--- src/rtl/sha3_padder_if.sv ---
// ---------------------------------------------------------------------------
// sha3_padder_if
//   Bundles the two streams around the SHA3 padder:
//     byte side  : in_data, in_valid, in_last (towards the padder), in_ready (back)
//     block side : block, block_valid, block_last (towards keccak), block_ready (back)
//   Parameter R is the rate in bits and must equal 1600 - 2*d of the padder.
//   Modports:
//     master : the environment (byte source plus block sink)
//     slave  : the padder itself
// ---------------------------------------------------------------------------
interface sha3_padder_if #(
   parameter int R = 1088
);
   logic [7:0]   in_data;
   logic         in_valid;
   logic         in_last;
   logic         in_ready;
   logic [R-1:0] block;
   logic         block_valid;
   logic         block_ready;
   logic         block_last;

   modport master (
      output in_data, in_valid, in_last, block_ready,
      input  in_ready, block, block_valid, block_last
   );

   modport slave (
      input  in_data, in_valid, in_last, block_ready,
      output in_ready, block, block_valid, block_last
   );
endinterface

--- src/rtl/sha3_padder.sv ---
// ---------------------------------------------------------------------------
// sha3_padder
//   Front end for the keccak sponge. Collects a byte stream into r-bit rate
//   blocks (first byte in the top byte of the block) and applies SHA3 domain
//   separation plus pad10*1 padding to the final block of every message.
//   Ports:
//     clk    : rising-edge clock
//     reset  : synchronous, active-high reset
//     bus    : sha3_padder_if.slave carrying the byte stream in and the
//              block stream out (see the interface header)
//   Parameter D is the digest width (224/256/384/512); rate R = 1600 - 2*D.
// ---------------------------------------------------------------------------
module sha3_padder #(
   parameter int D = 256
) (
   input  logic        clk,
   input  logic        reset,
   sha3_padder_if.slave bus
);
   localparam int R  = 1600 - 2 * D;
   localparam int NB = R / 8;
   localparam logic [7:0]   LAST_POS = 8'(NB - 1);
   localparam logic [R-1:0] PAD_ONLY = {8'h60, {(R - 16){1'b0}}, 8'h01};

   typedef enum logic {
      FILL,
      HOLD
   } state_t;

   state_t       state_q, state_d;
   logic [7:0]   count_q, count_d;
   logic [R-1:0] block_q, block_d;
   logic         block_valid_q, block_valid_d;
   logic         block_last_q, block_last_d;
   logic         pending_pad_q, pending_pad_d;
   logic [7:0]   next_pos;
   logic         pad_now;

   // State register: every flop of the padder, cleared together on reset so a
   // partial block or an outstanding padding block is simply dropped.
   always_ff @(posedge clk) begin
      if (reset) begin
         state_q       <= FILL;
         count_q       <= '0;
         block_q       <= '0;
         block_valid_q <= 1'b0;
         block_last_q  <= 1'b0;
         pending_pad_q <= 1'b0;
      end else begin
         state_q       <= state_d;
         count_q       <= count_d;
         block_q       <= block_d;
         block_valid_q <= block_valid_d;
         block_last_q  <= block_last_d;
         pending_pad_q <= pending_pad_d;
      end
   end

   // Next-state logic. In FILL each accepted byte lands at position count;
   // a last byte that leaves room in the block also writes the pad bytes on
   // the same edge. Bytes above the pad start are forced to zero because the
   // register still holds the previous block's data. A last byte that fills
   // the block defers padding to a separate padding-only block.
   always_comb begin
      state_d       = state_q;
      count_d       = count_q;
      block_d       = block_q;
      block_valid_d = block_valid_q;
      block_last_d  = block_last_q;
      pending_pad_d = pending_pad_q;
      next_pos      = count_q + 8'd1;
      pad_now       = bus.in_last && (count_q != LAST_POS);

      unique case (state_q)
         FILL: begin
            if (bus.in_valid) begin
               count_d = next_pos;
               for (int k = 0; k < NB; k++) begin
                  if (8'(k) == count_q) begin
                     block_d[R-1-8*k -: 8] = bus.in_data;
                  end else if (pad_now && (8'(k) == next_pos)) begin
                     block_d[R-1-8*k -: 8] = 8'h60;
                  end else if (pad_now && (8'(k) > next_pos)) begin
                     block_d[R-1-8*k -: 8] = 8'h00;
                  end
               end
               // Terminal pad bit; merges with 0x60 into 0x61 when adjacent.
               if (pad_now) begin
                  block_d[7:0] = block_d[7:0] | 8'h01;
               end
               if (bus.in_last || (count_q == LAST_POS)) begin
                  state_d       = HOLD;
                  block_valid_d = 1'b1;
                  block_last_d  = pad_now;
                  pending_pad_d = bus.in_last && (count_q == LAST_POS);
               end
            end
         end
         HOLD: begin
            if (block_valid_q && bus.block_ready) begin
               count_d = '0;
               if (pending_pad_q) begin
                  block_d       = PAD_ONLY;
                  block_valid_d = 1'b1;
                  block_last_d  = 1'b1;
                  pending_pad_d = 1'b0;
               end else begin
                  block_valid_d = 1'b0;
                  block_last_d  = 1'b0;
                  state_d       = FILL;
               end
            end
         end
      endcase
   end

   // Outputs: the block side comes straight from flops; in_ready is forced
   // low while reset is asserted so no byte is taken during reset.
   always_comb begin
      bus.in_ready    = (state_q == FILL) && !reset;
      bus.block       = block_q;
      bus.block_valid = block_valid_q;
      bus.block_last  = block_last_q;
   end
endmodule
--- src/flat_wrapper.sv ---
// flat-port wrapper written by rule: the top's interface ports become plain ports
module sha3_padder_flat 
#(
   parameter int D = 256
)
  (clk, reset, bus_in_data, bus_in_valid, bus_in_last, bus_block_ready, bus_in_ready, bus_block, bus_block_valid, bus_block_last);
  sha3_padder_if bus_i ();
  input  logic clk;
  input  logic reset;
  input wire logic [$bits(bus_i.in_data)-1:0] bus_in_data;
  input wire logic [$bits(bus_i.in_valid)-1:0] bus_in_valid;
  input wire logic [$bits(bus_i.in_last)-1:0] bus_in_last;
  input wire logic [$bits(bus_i.block_ready)-1:0] bus_block_ready;
  output wire logic [$bits(bus_i.in_ready)-1:0] bus_in_ready;
  output wire logic [$bits(bus_i.block)-1:0] bus_block;
  output wire logic [$bits(bus_i.block_valid)-1:0] bus_block_valid;
  output wire logic [$bits(bus_i.block_last)-1:0] bus_block_last;
  assign bus_i.in_data = bus_in_data;
  assign bus_i.in_valid = bus_in_valid;
  assign bus_i.in_last = bus_in_last;
  assign bus_i.block_ready = bus_block_ready;
  assign bus_in_ready = bus_i.in_ready;
  assign bus_block = bus_i.block;
  assign bus_block_valid = bus_i.block_valid;
  assign bus_block_last = bus_i.block_last;
  sha3_padder #(.D(D)) u_core (.clk(clk), .reset(reset), .bus(bus_i));
endmodule
--- config.mk ---
export PLATFORM = sky130hd
export DESIGN_NAME = sha3_padder_flat
export DESIGN_NICKNAME = d
export VERILOG_FILES = /design/src/rtl/sha3_padder_if.sv /design/src/rtl/sha3_padder.sv /design/src/flat_wrapper.sv
export SDC_FILE = /design/constraint.sdc
export NUM_CORES = 2
export LEC_CHECK = 0
export CORE_ASPECT_RATIO = 0.5
export CORE_MARGIN = 10
export CORE_UTILIZATION = 25
export CTS_CLUSTER_SIZE = 25
export DETAILED_ROUTE_END_ITERATION = 6
export HOLD_SLACK_MARGIN = 0.1
export PLACE_DENSITY = 0.56
export SETUP_SLACK_MARGIN = 0.15
export SYNTH_ARGS = -nofsm -noshare
export SYNTH_HDL_FRONTEND = slang
export SYNTH_SLANG_ARGS = --single-unit
--- constraint.sdc ---
create_clock -name clk -period 3 [get_ports clk]
set_input_delay 0.3 -clock clk [delete_from_list [all_inputs] [get_ports clk]]
set_output_delay 0.3 -clock clk [all_outputs]
set_load 0.05 [all_outputs]
==> results.toml <==
[power]
power.leakage_nw = 29.9
combPwrFrac = 0.153
ir_drop_mv = 0.635
switching_share = 0.297
clkPwrFrac = 0.426
seq_power_share = 0.421
p_per_area_nw_per_um2 = 438
intPower_mw = 24.6
power_switching_mw = 10.4

[floorplanning]
core_area_um2 = 183000
io_pins = 1104
start_util = 0.251
rows = 111
die_w_um = 626
fp.dieArea_um2 = 202000
die_h_um = 323

[synthesis]
yosysWarnings = 0
synth_common_cells = "1100 x dfxtp_1, 516 x nor2_1, 466 x nand2_1"
synthCells = 5107
yosysTopAreaCell = "dfxtp_1"
yosysSeqAreaShare = 0.480
synth_area_um2 = 45900
syn_area_per_cell_um2 = 8.98
synth_area_leaders = "dfxtp_1 48%, a22o_1 7.9%, nor2_1 4.2%, a21oi_1 4.0%, nand2_1 3.8%"
synth_cell_type_count = 114
yosysMostFrequentCell = "dfxtp_1"
synth_edf_count = 0
ys.flop_type = "dfxtp_1"
synth_top_area_share = 0.480
async_flop_share = 0
synth_seq_cells = 1100
synth.net_count = 5127

[detailed_routing]
drc = 0
first_iter_violations = 8170
drt-total-wl_um = 372000
antenna_left = 0
viasPerCell = 5.70
dr.pass1.iters = 6
num_vias = 56400
wl_per_cell_um = 37.6

[clocking]
clockBufferDepth = 3
cts_sinks = 1100
clk_latency_ps = 790
cts_root_buf = "clkbuf_16"
htree_num_levels = 3
cts_buffers = 107
tritoncts = "yes"
clk_pin_slew_ps = 70

[sta]
finalSetupTns_ps = -31250
timing.hold.ws_ps = 128
setup_viol = 479
fin_worst_skew_ps = 79.9
slew-limit-headroom = 0.126
max_slew.worst_pin.slew_ps = 1300
fin_crit_sh = 1.09
timing.fmax_mhz = 307
final_max_slew_viol_count = 0
min_period_ps = 3260
hold_violations = 0
setup_slack_ps = -261
rsz0062_at_grt = "yes"

[cells_and_area]
nNetsFinal = 7390
final_util = 0.437
area_growth_pct = 74.2
final_area_um2 = 79900
stdcell_count = 9893
drive_gt1_frac = 0.301

[setup_path]
startpoint_type = "flop"
cp_slowest_cell = "o211ai_1"
path_class = "reg2reg"
crit_family = "compound AO/OA/AOI/OAI gates"
cp.required_ps = 3610
crit_fanout = 8
cp_cell_sequence = "buf_6 > buf_6 > nand2_4 > or4_4 > a311oi_4 > buf_12 > nand2_4 > o211ai_1 > a21oi_1 > buf_4 > a22o_1"
cp.arrival_ps = 3870
path_buf_inv = 4
max_stage_delay_ps = 600
cp-end-kind = "flop"

[worst_hold_path]
hp-class = "in2reg"

[placement]
gp_congestion = 1.08
placed_area_um2 = 70500
place_hpwl_um = 298000
dpl.cell_count = 9521
place.port_buffers = 1103

[global_route]
globalRoute.totalOverflow = 0
grt_max_degree = 156
grt_util_all_layers = 0.345
grt_pass1_wl_um = 483000
antenna_found_initial = 28
grt_pass1_vias = 51800

[job]
drv_cap = 0

[run_status]
violations = "setup timing"
status = "finished with violations"
[timing repair]
item | CTS | global route
buffers inserted | 106 | 52
hold buffers | 1 | 0
cloned | 9 | 1
endpoints found under the setup margin | 1091 | 1059
pin swaps | 161 | 98
resized for setup | 618 | 237
endpoints found under the hold margin | 16 | 0
[cell usage in the layout, fill, tap and decap left out, types with 41 or more instances in the layout]
| cell | netlist | layout |
|---|---|---|
| a22oi_1 | 127 | 108 |
| o2bb2ai_1 | 79 | 67 |
| clkbuf_16 | 0 | 110 |
| a21oi_1 | 371 | 334 |
| o211ai_1 | 43 | 43 |
| nand2_1 | 466 | 446 |
| mux2i_1 | 61 | 59 |
| nand3_1 | 172 | 158 |
| o21ai_0 | 202 | 159 |
| buf_4 | 12 | 1114 |
| buf_12 | 0 | 185 |
| nor3_1 | 160 | 134 |
| inv_1 | 66 | 63 |
| a32o_1 | 42 | 41 |
| nor2_1 | 516 | 459 |
| buf_6 | 0 | 142 |
| dfxtp_1 | 1100 | 1092 |
| clkdlybuf4s50_1 | 0 | 1098 |
| o31ai_1 | 65 | 42 |
| a22o_1 | 416 | 415 |
[stage by stage]
step / power, mW / setup WS (ps)
2_1_floorplan: 16.8 / 159
3_3_place_gp: 19.6 / -1030
3_5_place_dp: 19.6 / -1050
4_1_cts: 34.7 / -113
5_1_grt: 35.6 / -254
6_report: 35.0 / -261
[sequential cells by signal, summed over array words and instances (netlist names)]
register	flops
u_core.bus.block_valid	1
u_core.pending_pad_q	1
u_core.state_q	1
u_core.bus.block_last	1
u_core.count_q	8
u_core.bus.block	1088
[per-layer routing]
layer / part of all wire / track usage / wire [um] / vias up
met4: 0.040 / 0.113 / 14900 / 20
li1: - / - / - / 23700
met3: 0.13 / 0.149 / 49300 / 610
met1: 0.41 / 0.456 / 153000 / 28500
met5: 0.0026 / 0.0186 / 954 / -
met2: 0.41 / 0.500 / 154000 / 3623
[path summary, 6_finish.rpt]
check | slack [ps] | from | to | depth (start not counted)
max | -260 | u_core.count_q[1]$_SDFFE_PP0P_ | u_core.bus.block[919]$_SDFFE_PP0P_ | 11
min | 130 | bus_in_data[5] | u_core.bus.block[989]$_SDFFE_PP0P_ | 3
max reg2reg | -260 | u_core.count_q[1]$_SDFFE_PP0P_ | u_core.bus.block[919]$_SDFFE_PP0P_ | 11
min reg2reg | 450 | u_core.bus.block[1028]$_SDFFE_PP0P_ | u_core.bus.block[1028]$_SDFFE_PP0P_ | 2
[worst min-delay path: stages]
cell       delay (ps)
buf_6             220
a21oi_1           230
o2bb2ai_1          80
[cells by family (layout without fill, tap and decap cells)]
logic type                 Yosys count  in the layout  share of synthesized area
AOI/OAI and AO/OA                 1880           1880                      0.305
and+or+nand+nor                   1552           1552                      0.152
DFF                               1100           1100                      0.480
buffers and inverters              487           2838                     0.0426
muxes                               74             74                     0.0165
adders and majority gates            7              7                    0.00191
xor gates and xnor gates             7              7                    0.00150
other                                0              6                          0
[power groups by stage]
stage               combinational [mW]  sequential, mW  clock, mW
finish                            5.36            14.8       14.9
detailed placement                4.53            15.1          0
CTS                               4.97            14.8       15.0
global route                      5.35            14.8       15.5
global placement                  4.54            15.1          0
floorplan                         1.46            15.4          0
[cell type report]
type	count	area [um^2]
inverter	69	268
antenna	6	15.0
fill	18000	103000
tap	2429	3040
sequential	1100	22000
clock buffer	146	3020
multi-input combinational	3520	25500
timing repair buffer	2572	25300
clock inverter	51	736
Note: power is estimated with default switching activity, not from simulation.
